`src/rtl/motor_cmd_pkg.sv`:
```
// Shared types and helpers for the motor command UART.
// Build option MOTOR_CMD_PARITY_EN: when defined, each byte is framed 8E1 (11 bits)
// instead of 8N1 (10 bits).
package motor_cmd_pkg;

    typedef enum logic [2:0] {
        IDLE,
        LOAD,
        SEND,
        WAIT,
        NEXT,
        DONE
    } state_e;

    localparam logic [7:0] HEADER_DEFAULT = 8'hAA;

`ifdef MOTOR_CMD_PARITY_EN
    localparam int FRAME_BITS = 11;
`else
    localparam int FRAME_BITS = 10;
`endif

    function automatic logic [7:0] calc_chk(input logic [7:0] b0, input logic [7:0] b1,
                                            input logic [7:0] b2);
        return b0 ^ b1 ^ b2;
    endfunction

    function automatic int bit_cycles(input int clk_hz, input int baud);
        return clk_hz / baud;
    endfunction

endpackage

```
`src/rtl/uart_tx_byte.sv`:
```
// One-byte UART transmitter with a single holding slot.
// Build option MOTOR_CMD_PARITY_EN: inserts an even-parity bit after data bit 7.
// valid/ready: a byte is taken on any clock where valid && ready. ready is high when
// the line is idle, or during the stop bit while the holding slot is empty; a byte
// taken during the stop bit starts right as that stop bit ends, so consecutive
// bytes leave no idle gap. idle is high only when nothing is being shifted out.
module uart_tx_byte
    import motor_cmd_pkg::*;
#(
    parameter int BIT_CYCLES = 434
) (
    input  logic       CLOCK_50,
    input  logic       reset,
    input  logic [7:0] data,
    input  logic       valid,
    output logic       ready,
    output logic       idle,
    output logic       tx
);
    localparam int CW = $clog2(BIT_CYCLES + 1);

    logic                  active_q, active_d;
    logic [FRAME_BITS-1:0] frame_q, frame_d;
    logic [3:0]            bit_q, bit_d;
    logic [CW-1:0]         cyc_q, cyc_d;
    logic [7:0]            hold_q, hold_d;
    logic                  hold_v_q, hold_v_d;
    logic                  last_bit, bit_end, accept;

    // Frame is shifted out LSB first: start bit in bit 0, stop bit on top.
    function automatic logic [FRAME_BITS-1:0] frame_of(input logic [7:0] d);
`ifdef MOTOR_CMD_PARITY_EN
        return {1'b1, ^d, d, 1'b0};
`else
        return {1'b1, d, 1'b0};
`endif
    endfunction

    assign last_bit = (bit_q == 4'(FRAME_BITS - 1));
    assign bit_end  = (cyc_q == CW'(BIT_CYCLES - 1));
    assign ready    = !active_q || (last_bit && !hold_v_q);
    assign idle     = !active_q;
    assign accept   = valid && ready;
    assign tx       = frame_q[0];

    // Bit timing, frame shifting and the holding slot.
    always_comb begin
        active_d = active_q;
        frame_d  = frame_q;
        bit_d    = bit_q;
        cyc_d    = cyc_q;
        hold_d   = hold_q;
        hold_v_d = hold_v_q;
        if (!active_q) begin
            if (accept) begin
                frame_d  = frame_of(data);
                active_d = 1'b1;
                bit_d    = '0;
                cyc_d    = '0;
            end
        end else if (!bit_end) begin
            cyc_d = cyc_q + CW'(1);
        end else begin
            cyc_d = '0;
            if (!last_bit) begin
                bit_d   = bit_q + 4'd1;
                frame_d = {1'b1, frame_q[FRAME_BITS-1:1]};
            end else if (hold_v_q || accept) begin
                frame_d  = frame_of(hold_v_q ? hold_q : data);
                bit_d    = '0;
                hold_v_d = 1'b0;
            end else begin
                active_d = 1'b0;
                frame_d  = '1;
            end
        end
        if (active_q && accept && !(bit_end && last_bit)) begin
            hold_d   = data;
            hold_v_d = 1'b1;
        end
    end

    // Transmitter state registers; the line idles high.
    always_ff @(posedge CLOCK_50) begin
        if (reset) begin
            active_q <= 1'b0;
            frame_q  <= '1;
            bit_q    <= '0;
            cyc_q    <= '0;
            hold_q   <= '0;
            hold_v_q <= 1'b0;
        end else begin
            active_q <= active_d;
            frame_q  <= frame_d;
            bit_q    <= bit_d;
            cyc_q    <= cyc_d;
            hold_q   <= hold_d;
            hold_v_q <= hold_v_d;
        end
    end

endmodule

```
`src/rtl/motor_cmd_uart.sv`:
```
// Serialises {direction, speed} into 4-byte packets: HEADER, dir, speed, XOR checksum.
// A packet is sent on any command change and at least every REFRESH_MS.
// Build option MOTOR_CMD_PARITY_EN: 8E1 framing in the byte transmitter.
module motor_cmd_uart
    import motor_cmd_pkg::*;
#(
    parameter int         CLK_FREQ   = 50_000_000,
    parameter int         BAUD       = 115200,
    parameter int         REFRESH_MS = 50,
    parameter logic [7:0] HEADER     = HEADER_DEFAULT
) (
    input  logic       CLOCK_50,
    input  logic       reset,
    input  logic [2:0] direction,
    input  logic [2:0] speed,
    output logic       uart_out,
    output logic       busy,
    output logic [7:0] pkt_count
);
    localparam int BIT_CYCLES     = bit_cycles(CLK_FREQ, BAUD);
    localparam int REFRESH_CYCLES = CLK_FREQ / 1000 * REFRESH_MS;

    state_e      state_q, state_d;
    logic [5:0]  cmd_q, cmd_d, snap_q, snap_d;
    logic        pending_q, pending_d;
    logic        busy_q, busy_d;
    logic [31:0] timer_q, timer_d;
    logic [1:0]  idx_q, idx_d;
    logic [7:0]  cnt_q, cnt_d;
    logic [7:0]  tx_data;
    logic        tx_valid, tx_ready, tx_idle;
    logic        mismatch, refresh_hit, pending_now;

    assign cmd_d       = {direction, speed};
    assign mismatch    = (cmd_q != snap_q);
    assign refresh_hit = (timer_q == 32'(REFRESH_CYCLES - 1));
    assign pending_now = pending_q || mismatch || refresh_hit;
    assign busy        = busy_q;
    assign pkt_count   = cnt_q;

    // Byte for the current index, always built from the frozen snapshot.
    always_comb begin
        tx_data = HEADER;
        case (idx_q)
            2'd1:    tx_data = {5'b0, snap_q[5:3]};
            2'd2:    tx_data = {5'b0, snap_q[2:0]};
            2'd3:    tx_data = calc_chk(HEADER, {5'b0, snap_q[5:3]}, {5'b0, snap_q[2:0]});
            default: tx_data = HEADER;
        endcase
    end

    // Packet sequencer, pending flag and refresh timer. The timer is zero during
    // LOAD and counts every clock from there, so refresh packets start exactly
    // REFRESH_CYCLES apart.
    always_comb begin
        state_d   = state_q;
        snap_d    = snap_q;
        pending_d = pending_now;
        busy_d    = busy_q;
        timer_d   = timer_q + 32'd1;
        idx_d     = idx_q;
        cnt_d     = cnt_q;
        tx_valid  = 1'b0;
        case (state_q)
            IDLE: begin
                if (pending_now) begin
                    state_d = LOAD;
                    timer_d = '0;
                end
            end
            LOAD: begin
                snap_d    = cmd_q;
                pending_d = 1'b0;
                busy_d    = 1'b1;
                idx_d     = '0;
                state_d   = SEND;
            end
            SEND: begin
                tx_valid = 1'b1;
                if (tx_ready) state_d = WAIT;
            end
            WAIT: begin
                if (idx_q == 2'd3) begin
                    if (tx_idle) state_d = DONE;
                end else if (tx_ready) begin
                    state_d = NEXT;
                end
            end
            NEXT: begin
                idx_d   = idx_q + 2'd1;
                state_d = SEND;
            end
            DONE: begin
                cnt_d   = cnt_q + 8'd1;
                busy_d  = 1'b0;
                state_d = IDLE;
            end
            default: state_d = IDLE;
        endcase
    end

    // Control registers; reset leaves a packet pending so one goes out at once.
    always_ff @(posedge CLOCK_50) begin
        if (reset) begin
            state_q   <= IDLE;
            cmd_q     <= '0;
            snap_q    <= '0;
            pending_q <= 1'b1;
            busy_q    <= 1'b0;
            timer_q   <= '0;
            idx_q     <= '0;
            cnt_q     <= '0;
        end else begin
            state_q   <= state_d;
            cmd_q     <= cmd_d;
            snap_q    <= snap_d;
            pending_q <= pending_d;
            busy_q    <= busy_d;
            timer_q   <= timer_d;
            idx_q     <= idx_d;
            cnt_q     <= cnt_d;
        end
    end

    uart_tx_byte #(
        .BIT_CYCLES(BIT_CYCLES)
    ) u_tx (
        .CLOCK_50(CLOCK_50),
        .reset   (reset),
        .data    (tx_data),
        .valid   (tx_valid),
        .ready   (tx_ready),
        .idle    (tx_idle),
        .tx      (uart_out)
    );

endmodule

```
`config.mk`:
```
export PLATFORM = sky130hd
export DESIGN_NAME = motor_cmd_uart
export DESIGN_NICKNAME = d
export VERILOG_FILES = /design/src/rtl/motor_cmd_pkg.sv /design/src/rtl/uart_tx_byte.sv /design/src/rtl/motor_cmd_uart.sv
export SDC_FILE = /design/constraint.sdc
export NUM_CORES = 1
export LEC_CHECK = 0
export ABC_AREA = 1
export ABC_CLOCK_PERIOD_IN_PS = 1500
export CAP_MARGIN = 10
export CORE_UTILIZATION = 46
export DETAILED_ROUTE_END_ITERATION = 12
export PLACE_DENSITY = 0.65
export SLEW_MARGIN = 20
export SYNTH_ARGS = -nofsm -noshare
export SYNTH_HDL_FRONTEND = slang
export SYNTH_SLANG_ARGS = --single-unit
```
`constraint.sdc`:
```
create_clock -name CLOCK_50 -period 1.5 [get_ports CLOCK_50]
set_input_delay 0.3 -clock CLOCK_50 [delete_from_list [all_inputs] [get_ports CLOCK_50]]
set_output_delay 0.3 -clock CLOCK_50 [all_outputs]
set_load 0.02 [all_outputs]
```
==> reports/qor.csv, run 1 <==
metric,value,unit
Die Wd,102,microns
"Top FF cell, synth",dfxtp_1,
Pre-antenna DRT Iters,5,
first-pass GRT wire length,18.8,mm
Post-Syn Nets,695,
FF-to-FF Start,timer_q[0],
Via density,5.04,
Clock Path Buffers,2,
Tcrit/Tclk final,105,%
Clock Latency Late Sink,0.37,ns
Hold WS,0.445,ns
CTS tree,yes,
max-slew violations,0,
R2R setup slack,-0.07,ns
root buffer cell,clkbuf_8,
ANT cells,0,
I/O Buffers,17,
register area,0.00176,sq mm
Fill cells,904,
IO Count,18,
RD Place Congestion,0.911,
hold endpoint,cmd_q[4],
Final Hold Viols,0,
final net count,788,
HP Start,direction[1],
wire length per cell,12.8,microns
final setup fails,34,
post-DP HPWL,8.35,mm
drt drc,0,
Post-Syn Area per Cell,6.81,sq um
remaining antenna violation count,0,
"worst slack, placed",-0.0477,ns
kind of critical path,flop to flop,
max-cap violations,0,
HP Class,primary input to flop,
failing checks,negative setup slack,
Final WS setup,-0.0749,ns
hold depth,3,
htree depth,3,
total placed instance area,0.00543,sq mm
reg-to-reg endpoint,timer_q[31],
Setup Skew,0.0108,ns
DIE AREA,0.0104,sq mm
DR iter-0 viols,168,
CORE AREA,0.00973,sq mm
clock-pin slew on the worst setup and hold paths,0.08,ns
Syn. warnings,0,
Gate Count Post-Synth,676,
multi-input logic area,0.00276,sq mm
Synth-to-Final Area Change,30.0,%
number of flops mapped to enable cells by yosys,0,
initial antenna violation count,0,
Power Total,4.87,mW
initial core utilization,47.3,%
Total GRT Usage,23.2,%
"FFs w/ async S/R, synth",0,%
post-layout min period,1.57,ns
GR Overflow Total,0,
crit path DAT,1.83,ns
RSZ-0062 raised after global routing,yes,
post-synthesis cell type count,38,
post-route cell area,0.00598,sq mm
type of element launching the critical path,flop,
Die Y,102,microns
TritonCTS Buffers,9,
fin cells,906,
Synth Register Bits,87,
layout cells sized above 1,27.4,%
Max Clock Freq,635,MHz
VDD IR-drop max,477,uV
Mapped Area,0.00460,sq mm
outcome,"complete, but fails checks",
post-layout util,61.5,%
pin count of the biggest net entering global routing,27,
final wirelength,11.6,mm
power per cell area,814,mW/mm^2
via count,4570,
# rows,36,
placed insts,886,
R2R depth,11,
worst path required time,1.76,ns
vias in the first global route,4321,
Fin Setup TNS,-1.90,ns
Rel. slew slack,75.6,%
share of the yosys chip area belonging to registers,37.9,%
worst slew pin tran,0.364,ns
P_leak,2.35,nW
CP Max Fanout,7,
clock sink count,87,
Critical Path End Type,flop,
-- layer usage --
layer  vias to the layer above  wire [microns]  track usage, %
li1                       2331               -               -
met1                      2102            5040            27.5
met2                       103            5680            40.1
met3                        34             461            4.17
met4                         0             390            11.8
met5                         -               0               0
-- cells by family (layout without fill, tap and decap cells) --
| group | Yosys count | count (layout) | synth area share [%] |
|---|---|---|---|
| xor gates and xnor gates | 14 | 14 | 2.67 |
| and+or+nand+nor | 366 | 366 | 35.7 |
| adders and majority gates | 11 | 11 | 2.99 |
| buffers and inverters | 105 | 202 | 9.11 |
| DFF | 87 | 87 | 37.9 |
| AOI/OAI and AO/OA | 93 | 93 | 11.7 |
-- layout make-up --
type	instances	area share [%]
Inverter	95	5.98
Multi-Input combinational cell	484	46.1
Clock inverter	1	0.0837
Tap cell	133	2.78
Timing Repair Buffer	92	13.1
Sequential cell	87	29.3
Clock buffer	14	2.55
-- flip-flops by register name, indices dropped and copies added, names as in the netlist --
name	cells
busy	1
cmd_q	6
idx_q	2
pending_q	1
pkt_count	8
snap_q	6
state_q	3
timer_q	32
u_tx.active_q	1
u_tx.bit_q	4
u_tx.cyc_q	9
u_tx.frame_q	9
u_tx.hold_q	4
u_tx.hold_v_q	1
-- worst max-delay path: stages, from the launching register on --
cell,delay [ns]
dfxtp_2,0.36
ha_4,0.15
nand2_4,0.05
nor2_4,0.11
nand3_2,0.11
nor2_4,0.12
nand2_2,0.08
nand2_2,0.09
nand2_4,0.07
nand2_8,0.12
clkbuf_16,0.17
a21oi_2,0.03
-- synth_stat cells, drive strengths merged, types with 3 or more instances --
master	n	area share, %
a21oi	50	6.3
buf	7	1.1
clkbuf	3	0.24
dfxtp	87	38
ha	11	3.0
inv	93	7.6
nand2	184	16
nand3	44	5.0
nand4	9	1.2
nor2	99	9.2
nor3	24	2.8
nor3b	3	0.49
o21ai	33	3.7
o22ai	3	0.41
xnor2	3	0.57
xor2	11	2.1
-- layout by cell type, fill, tap and decap left out, drive strengths merged, types with 16 or more instances in the layout --
cell,synthesis,layout
a21oi,50,50
buf,7,73
clkbuf,3,16
dfxtp,87,87
inv,93,93
nand2,184,184
nand3,44,44
nor2,99,99
nor3,24,24
o21ai,33,33
-- worst max-delay path by stage --
stage	startpoint	cells past startpoint	slack [ns]	end
2_1_floorplan	u_tx.bit_q[0]	10	-0.02	u_tx.hold_q[5]
3_3_place_gp	timer_q[13]	6	0.001	timer_q[24]
3_5_place_dp	timer_q[1]	11	-0.05	timer_q[29]
4_1_cts	timer_q[0]	11	-0.03	timer_q[29]
5_1_grt	timer_q[0]	11	-0.16	timer_q[31]
6_report	timer_q[0]	11	-0.07	timer_q[31]
-- power by group --
part / total [mW] / switching, mW / internal [mW]
clock: 1.44 / 0.798 / 0.640
sequential: 2.51 / 0.0846 / 2.43
combinational: 0.918 / 0.538 / 0.380
total: 4.87 / 1.42 / 3.45
-- repair_timing --
| item | CTS | global route |
|---|---|---|
| resized for setup | 27 | 78 |
| pin swaps | 2 | 11 |
| cloned | 0 | 2 |
| setup buffers | 1 | 2 |
| hold buffers | 0 | 0 |
| setup endpoints to repair | 57 | 59 |
Power figures use the tool's default switching activity.
==> inputs of run 2 (changes only) <==
--- a/config.mk
+++ b/config.mk
@@ -11,6 +11,7 @@
 export CORE_UTILIZATION = 46
 export DETAILED_ROUTE_END_ITERATION = 12
 export PLACE_DENSITY = 0.65
+export SETUP_SLACK_MARGIN = 0.2
 export SLEW_MARGIN = 20
 export SYNTH_ARGS = -nofsm -noshare
 export SYNTH_HDL_FRONTEND = slang
==> run 2 against run 1 <==
  * Critical path type unchanged
  * Worst setup slack lost 0.033 ns
  * The flow still finishes with violations (negative setup slack)
  * Die area is the same
  * Cell count grew 1.4%
  * Combinational power grew 11%
  * Non-clock buffer count grew 13
  * Register-to-register slack lost 0.03 ns
  * Clock skew is essentially flat
==> reports/qor.csv, run 2 (synthesis gave the netlist of run 1 again) <==
metric,value,unit,change
root buffer cell,clkbuf_8,,unchanged
Die Wd,102,microns,unchanged
post-DP HPWL,8.38,mm,was 8.35 mm
"worst slack, placed",-0.0554,ns,was -0.0477 ns
Fill cells,866,,was 904
Final Hold Viols,0,,unchanged
via count,4635,,"was 4,570"
Die Y,102,microns,unchanged
max-slew violations,0,,unchanged
DIE AREA,0.0104,sq mm,unchanged
I/O Buffers,17,,unchanged
P_leak,2.48,nW,was 2.35 nW
Hold WS,0.428,ns,was 0.445 ns
Critical Path End Type,flop,,unchanged
initial antenna violation count,0,,unchanged
clock-pin slew on the worst setup and hold paths,0.09,ns,was 0.08 ns
ANT cells,0,,unchanged
CP Max Fanout,6,,was 7
"Hold-fix buffers, CTS",0,,unchanged
initial core utilization,47.3,%,unchanged
outcome,"complete, but fails checks",,unchanged
Final WS setup,-0.108,ns,was -0.0749 ns
IO Count,18,,unchanged
type of element launching the critical path,flop,,unchanged
clock sink count,87,,unchanged
Clock Latency Late Sink,0.38,ns,was 0.37 ns
final net count,801,,was 788
remaining antenna violation count,0,,unchanged
worst path required time,1.81,ns,was 1.76 ns
layout cells sized above 1,35.4,%,was 27.4%
"most common cell after layout, fill and taps aside",nand2_1,,unchanged
post-route cell area,0.00634,sq mm,was 0.00598 sq mm
Clock Path Buffers,2,,unchanged
post-layout min period,1.61,ns,was 1.57 ns
htree depth,3,,unchanged
Tcrit/Tclk final,107,%,was 105%
Setup Skew,0.0106,ns,was 0.0108 ns
HP Class,primary input to flop,,unchanged
GR Overflow Total,0,,unchanged
TritonCTS Buffers,9,,unchanged
Pre-antenna DRT Iters,4,,was 5
wire length per cell,12.9,microns,was 12.8 microns
crit path DAT,1.92,ns,was 1.83 ns
CTS tree,yes,,unchanged
RSZ-0062 raised after global routing,yes,,unchanged
# rows,36,,unchanged
max reg flops,32,,unchanged
Max Clock Freq,622,MHz,was 635 MHz
failing checks,negative setup slack,,unchanged
DR iter-0 viols,156,,was 168
largest reg by FF count,timer_q,,unchanged
biggest regs,"timer_q (32), u_tx.cyc_q (9), u_tx.frame_q (9)",,unchanged
power per cell area,861,mW/mm^2,was 814 mW/mm^2
kind of critical path,flop to flop,,unchanged
VDD IR-drop max,612,uV,was 477 uV
first-pass GRT wire length,19.3,mm,was 18.8 mm
total placed instance area,0.00549,sq mm,was 0.00543 sq mm
Total GRT Usage,23.6,%,was 23.2%
final wirelength,11.9,mm,was 11.6 mm
worst slew pin tran,0.481,ns,was 0.364 ns
Rel. slew slack,67.7,%,was 75.6%
pin count of the biggest net entering global routing,27,,unchanged
drt drc,0,,unchanged
CORE AREA,0.00973,sq mm,unchanged
"commonest non-fill, non-tap cells in the layout","150 x nand2_1, 76 x buf_4, 71 x inv_1",,"was 163 x nand2_1, 76 x dfxtp_1, 75 x inv_1"
Via density,5.04,,about the same
RD Place Congestion,0.872,,was 0.911
final setup fails,47,,was 34
vias in the first global route,4481,,"was 4,321"
max-cap violations,0,,unchanged
Synth-to-Final Area Change,37.8,%,was 30.0%
-- run 2: layout make-up --
cell class                 count  area, sq um  area share, %
multi-input combinational    484         2920           46.0
tap                          133          166           2.62
sequential                    87         1780           28.0
timing repair buffer         105          866           13.7
clock inverter                 3         65.1           1.03
clock buffer                  12          166           2.62
inverter                      95          385           6.08
-- run 2: stage by stage --
stage	setup TNS (ns)	util, %	total power [mW]	std cells
2_1_floorplan	0	-	3.07	676
3_3_place_gp	-0.0762	56.4	3.33	884
3_5_place_dp	-0.324	56.4	3.35	884
4_1_cts	-0.421	61.3	5.33	910
5_1_grt	-7.06	65.2	5.71	919
6_report	-1.98	65.2	5.46	919
-- run 2: repair_timing --
action / CTS / global route
buffers inserted: 11 / 8
pin swaps: 25 / 25
cloned: 0 / 1
gates resized for setup: 106 / 88
setup endpoints to repair: 80 / 78
-- run 2: power breakdown --
part	internal, mW	leakage (nW)	switching [mW]
Sequential	2.43	0.716	0.0877
Clock	1.07	0.118	0.850
Combinational	0.431	1.65	0.586
-- run 2: final timing paths --
path	endpoint	start	slack, ns	cells past startpoint
worst max-delay path	u_tx.hold_q[5]	u_tx.bit_q[1]	-0.11	11
worst min-delay path	cmd_q[5]	direction[2]	0.43	3
worst max register to register	u_tx.hold_q[5]	u_tx.bit_q[1]	-0.11	11
worst min register to register	timer_q[31]	timer_q[31]	0.47	2
-- run 2: layer usage --
layer	GRT usage, %	vias up	part of all wire (%)
li1	-	2373	-
met3	5.27	33	3.4
met5	0	-	0
met1	27.6	2143	43
met4	10.5	0	3.1
met2	41.4	86	51
-- run 2: critical path, stage by stage, from the launching register on --
cell and delay [ns]:
dfxtp_2 0.33, inv_2 0.06, ha_4 0.13, nand2_4 0.05
nor2_4 0.18, nand2_4 0.10, nand2_4 0.10, nand2_8 0.08
nor2_8 0.09, nand2_4 0.07, or2_1 0.23, a21oi_2 0.11
==> inputs of run 3 (changes only) <==
--- a/config.mk
+++ b/config.mk
@@ -5,12 +5,11 @@
 export SDC_FILE = /design/constraint.sdc
 export NUM_CORES = 1
 export LEC_CHECK = 0
-export ABC_AREA = 1
 export ABC_CLOCK_PERIOD_IN_PS = 1500
 export CAP_MARGIN = 10
 export CORE_UTILIZATION = 46
 export DETAILED_ROUTE_END_ITERATION = 12
-export PLACE_DENSITY = 0.65
+export PLACE_DENSITY = 0.66
 export SETUP_SLACK_MARGIN = 0.2
 export SLEW_MARGIN = 20
 export SYNTH_ARGS = -nofsm -noshare
==> run 3 against run 2 <==
  * The flow still finishes with violations (negative setup slack)
  * Critical path type unchanged
  * Largest power group unchanged
  * Power up 6.2%
  * Area after synthesis down 9.4%
  * Sequential share of layout area up 1.4 points
  * Fmax down 9.4%
  * Critical endpoint is now u_tx.frame_q[4]
  * Wire length down 17%
  * Clock power down 13%
==> reports/qor.csv, run 3 <==
metric,value,unit,change
outcome,"complete, but fails checks",,unchanged
failing checks,negative setup slack,,unchanged
Post-Syn Area per Cell,8.61,sq um,was 6.81 sq um
CORE AREA,0.00876,sq mm,was 0.00973 sq mm
remaining antenna violation count,0,,unchanged
CP Capture Point,u_tx.frame_q[4],,was u_tx.hold_q[5]
share of the yosys chip area belonging to registers,41.8,%,was 37.9%
layout cells sized above 1,42.7,%,was 35.4%
crit path DAT,2.02,ns,was 1.92 ns
cell count along the critical path,5,,was 11
final wirelength,9.86,mm,was 11.9 mm
Tcrit/Tclk final,118,%,was 107%
post-layout util,68.7,%,was 65.2%
fin cells,708,,was 919
Synth top area share,41.8,%,was 37.9%
VDD IR-drop max,621,uV,was 612 uV
type of element launching the critical path,flop,,unchanged
GR Overflow Total,0,,unchanged
initial core utilization,47.5,%,was 47.3%
via count,3841,,"was 4,635"
Synth-to-Final Area Change,44.4,%,was 37.8%
TritonCTS Buffers,9,,unchanged
I/O Buffers,17,,unchanged
Flop pwr share,44.3,%,was 46.1%
"FFs w/ async S/R, synth",0,%,unchanged
Die Wd,97.2,microns,was 102 microns
DIE AREA,0.00944,sq mm,was 0.0104 sq mm
Clock Latency Late Sink,0.36,ns,was 0.38 ns
Pre-antenna DRT Iters,4,,unchanged
crit-path max cell delay,0.39,ns,was 0.33 ns
Critical Path End Type,flop,,unchanged
clock-pin slew on the worst setup and hold paths,0.09,ns,about the same
# rows,34,,was 36
Synth area leaders,"dfxtp_1 42%, xor2_1 6.5%, nor2_1 6.5%",,"was dfxtp_1 38%, nand2_1 14%, nor2_1 7.3%"
post-route cell area,0.00602,sq mm,was 0.00634 sq mm
Mapped Area,0.00417,sq mm,was 0.00460 sq mm
final net count,615,,was 801
Logic pwr share,26.8,%,was 18.6%
max-slew violations,0,,unchanged
RSZ-0062 raised after global routing,yes,,unchanged
final setup fails,61,,was 47
first-pass GRT wire length,16.4,mm,was 19.3 mm
max reg flops,32,,unchanged
FF-to-FF Start,state_q[1],,was u_tx.bit_q[1]
Post-Syn Nets,503,,was 695
drt drc,0,,unchanged
most frequent cell after synthesis,dfxtp_1,,was nand2_1
Top delay family on crit path,simple AND/OR/NAND/NOR gates,,unchanged
Max Clock Freq,563,MHz,was 622 MHz
"most common cell after layout, fill and taps aside",buf_4,,was nand2_1
worst path required time,1.75,ns,was 1.81 ns
"Hold-fix buffers, CTS",0,,unchanged
synth cell count leaders,"87 x dfxtp_1, 72 x nor2_1, 36 x nand2_1, 31 x xor2_1, 30 x a21oi_1",,"was 171 x nand2_1, 89 x nor2_1, 87 x dfxtp_1, 81 x inv_1, 42 x nand3_1"
wire length per cell,13.9,microns,was 12.9 microns
IO Count,18,,unchanged
pin count of the biggest net entering global routing,40,,was 27
Syn. warnings,0,,unchanged
Total GRT Usage,20.9,%,was 23.6%
worst slew pin tran,0.347,ns,was 0.481 ns
"Top FF cell, synth",dfxtp_1,,unchanged
initial antenna violation count,0,,unchanged
post-DP HPWL,6.43,mm,was 8.38 mm
R2R depth,5,,was 11
Gate Count Post-Synth,484,,was 676
clock sink count,87,,unchanged
RD Place Congestion,0.787,,was 0.872
ANT cells,0,,unchanged
P_leak,2.37,nW,was 2.48 nW
Hold WS,0.265,ns,was 0.428 ns
Setup Skew,0.00804,ns,was 0.0106 ns
top cell type by total area after synthesis,dfxtp_1,,unchanged
sw frac,29.4,%,was 27.9%
Fin Setup TNS,-6.16,ns,was -1.98 ns
total placed instance area,0.00526,sq mm,was 0.00549 sq mm
Synth Register Bits,87,,unchanged
max-cap violations,0,,unchanged
Via density,5.43,,was 5.04
CTS tree,yes,,unchanged
number of buffers and inverters on the critical path,0,,was 1
Clock Path Buffers,2,,unchanged
Final Hold Viols,0,,unchanged
Rel. slew slack,76.6,%,was 67.7%
worst setup path start,state_q[1],,was u_tx.bit_q[1]
Clock power frac,28.9,%,was 35.2%
htree depth,3,,unchanged
vias in the first global route,3732,,"was 4,481"
reg-to-reg endpoint,u_tx.frame_q[4],,was u_tx.hold_q[5]
largest reg by FF count,timer_q,,unchanged
post-synthesis cell type count,57,,was 38
Die Y,97.2,microns,was 102 microns
"Critical Path, Cell by Cell",or3b_4 > or3_4 > a21oi_2 > o21ai_2 > a221o_1,,was inv_2 > ha_4 > nand2_4 > nor2_4 > nand2_4 > nand2_4 > nand2_8 > nor2_8 > nand2_4 > or2_1 > a21oi_2
Switch Pwr,1.70,mW,was 1.52 mW
root buffer cell,clkbuf_8,,unchanged
power per cell area,963,mW/mm^2,was 861 mW/mm^2
CP Max Fanout,3,,was 6
R2R setup slack,-0.27,ns,was -0.11 ns
number of flops mapped to enable cells by yosys,0,,unchanged
post-layout min period,1.77,ns,was 1.61 ns
"commonest non-fill, non-tap cells in the layout","84 x buf_4, 66 x dfxtp_1, 54 x nor2_1",,"was 150 x nand2_1, 76 x buf_4, 71 x inv_1"
Final WS setup,-0.275,ns,was -0.108 ns
biggest regs,"timer_q (32), u_tx.cyc_q (9), u_tx.frame_q (9)",,unchanged
DR iter-0 viols,110,,was 156
Slowest cell on crit path,or3b_4,,was dfxtp_2
placed insts,674,,was 884
kind of critical path,flop to flop,,unchanged
HP Class,primary input to flop,,unchanged
P_int,4.09,mW,was 3.94 mW
run 3: cell types whose count changed in the layout (fill, tap and decap cells not counted), sizes merged, moves of 27 or more:
cell	delta
nand3	-31
nor2	-27
nand2	-147
inv	-83
run 3: layout make-up:
type	count	area, sq um
inverters	10	37.5
clock inverters	4	45.0
clock buffers	11	151
flip-flops and latches	87	1770
multi-input cells	363	2800
well taps	108	135
repair buffers	125	1080
fillers	657	2750
run 3: what timing repair did:
| item | 4_1_cts | 5_1_grt |
|---|---|---|
| resized for setup | 106 | 45 |
| gates cloned | 3 | 0 |
| buffers inserted | 11 | 5 |
| pin swaps | 23 | 24 |
| endpoints found under the setup margin | 78 | 79 |
run 3: power by group through the flow:
stage / Sequential [mW] / Clock [mW] / Combinational, mW
detailed placement: 2.60 / 0 / 1.17
finish: 2.57 / 1.67 / 1.55
CTS: 2.55 / 1.70 / 1.43
global placement: 2.60 / 0 / 1.14
global route: 2.58 / 1.79 / 1.67
floorplan: 2.60 / 0 / 0.768
run 3: worst register-to-register path, stage by stage (launching register included):
cell and delay, ns:
dfxtp_2 0.35, or3b_4 0.39, or3_4 0.34, a21oi_2 0.17, o21ai_2 0.09, a221o_1 0.33
run 3: cells by family (layout without fill, tap and decap cells):
logic type | after synthesis | after routing | share of synthesized area [%]
simple gates | 211 | 212 | 26.8
flops | 87 | 87 | 41.8
compound gates | 85 | 85 | 12.7
xor+xnor | 42 | 42 | 8.83
buf+inv | 35 | 150 | 3.39
mux | 13 | 13 | 3.12
fa+ha+maj | 11 | 11 | 3.30
run 3: how the worst min path moves through the flow:
stage / to / startpoint / cells past startpoint
6_report: snap_q[1] / reset / 2
2_1_floorplan: cmd_q[0] / speed[0] / 1
3_3_place_gp: u_tx.frame_q[0] / u_tx.frame_q[0] / 1
4_1_cts: idx_q[0] / reset / 2
5_1_grt: snap_q[1] / reset / 2
3_5_place_dp: u_tx.frame_q[7] / u_tx.frame_q[7] / 1
run 3: through the flow:
step                      worst slack [ns]  power (mW)
after global placement              -0.209        3.74
after detailed placement            -0.257        3.78
final                               -0.275        5.80
after CTS                           -0.213        5.69
after floorplan                     -0.233        3.37
after global routing                -0.298        6.05
run 3: per-layer routing:
metal  wire (microns)  part of all wire [%]  track usage, %
met5                0                     0               0
met4              198                   2.0            10.1
met2             4950                    50            35.5
met3              275                   2.8            3.53
met1             4440                    45            25.6
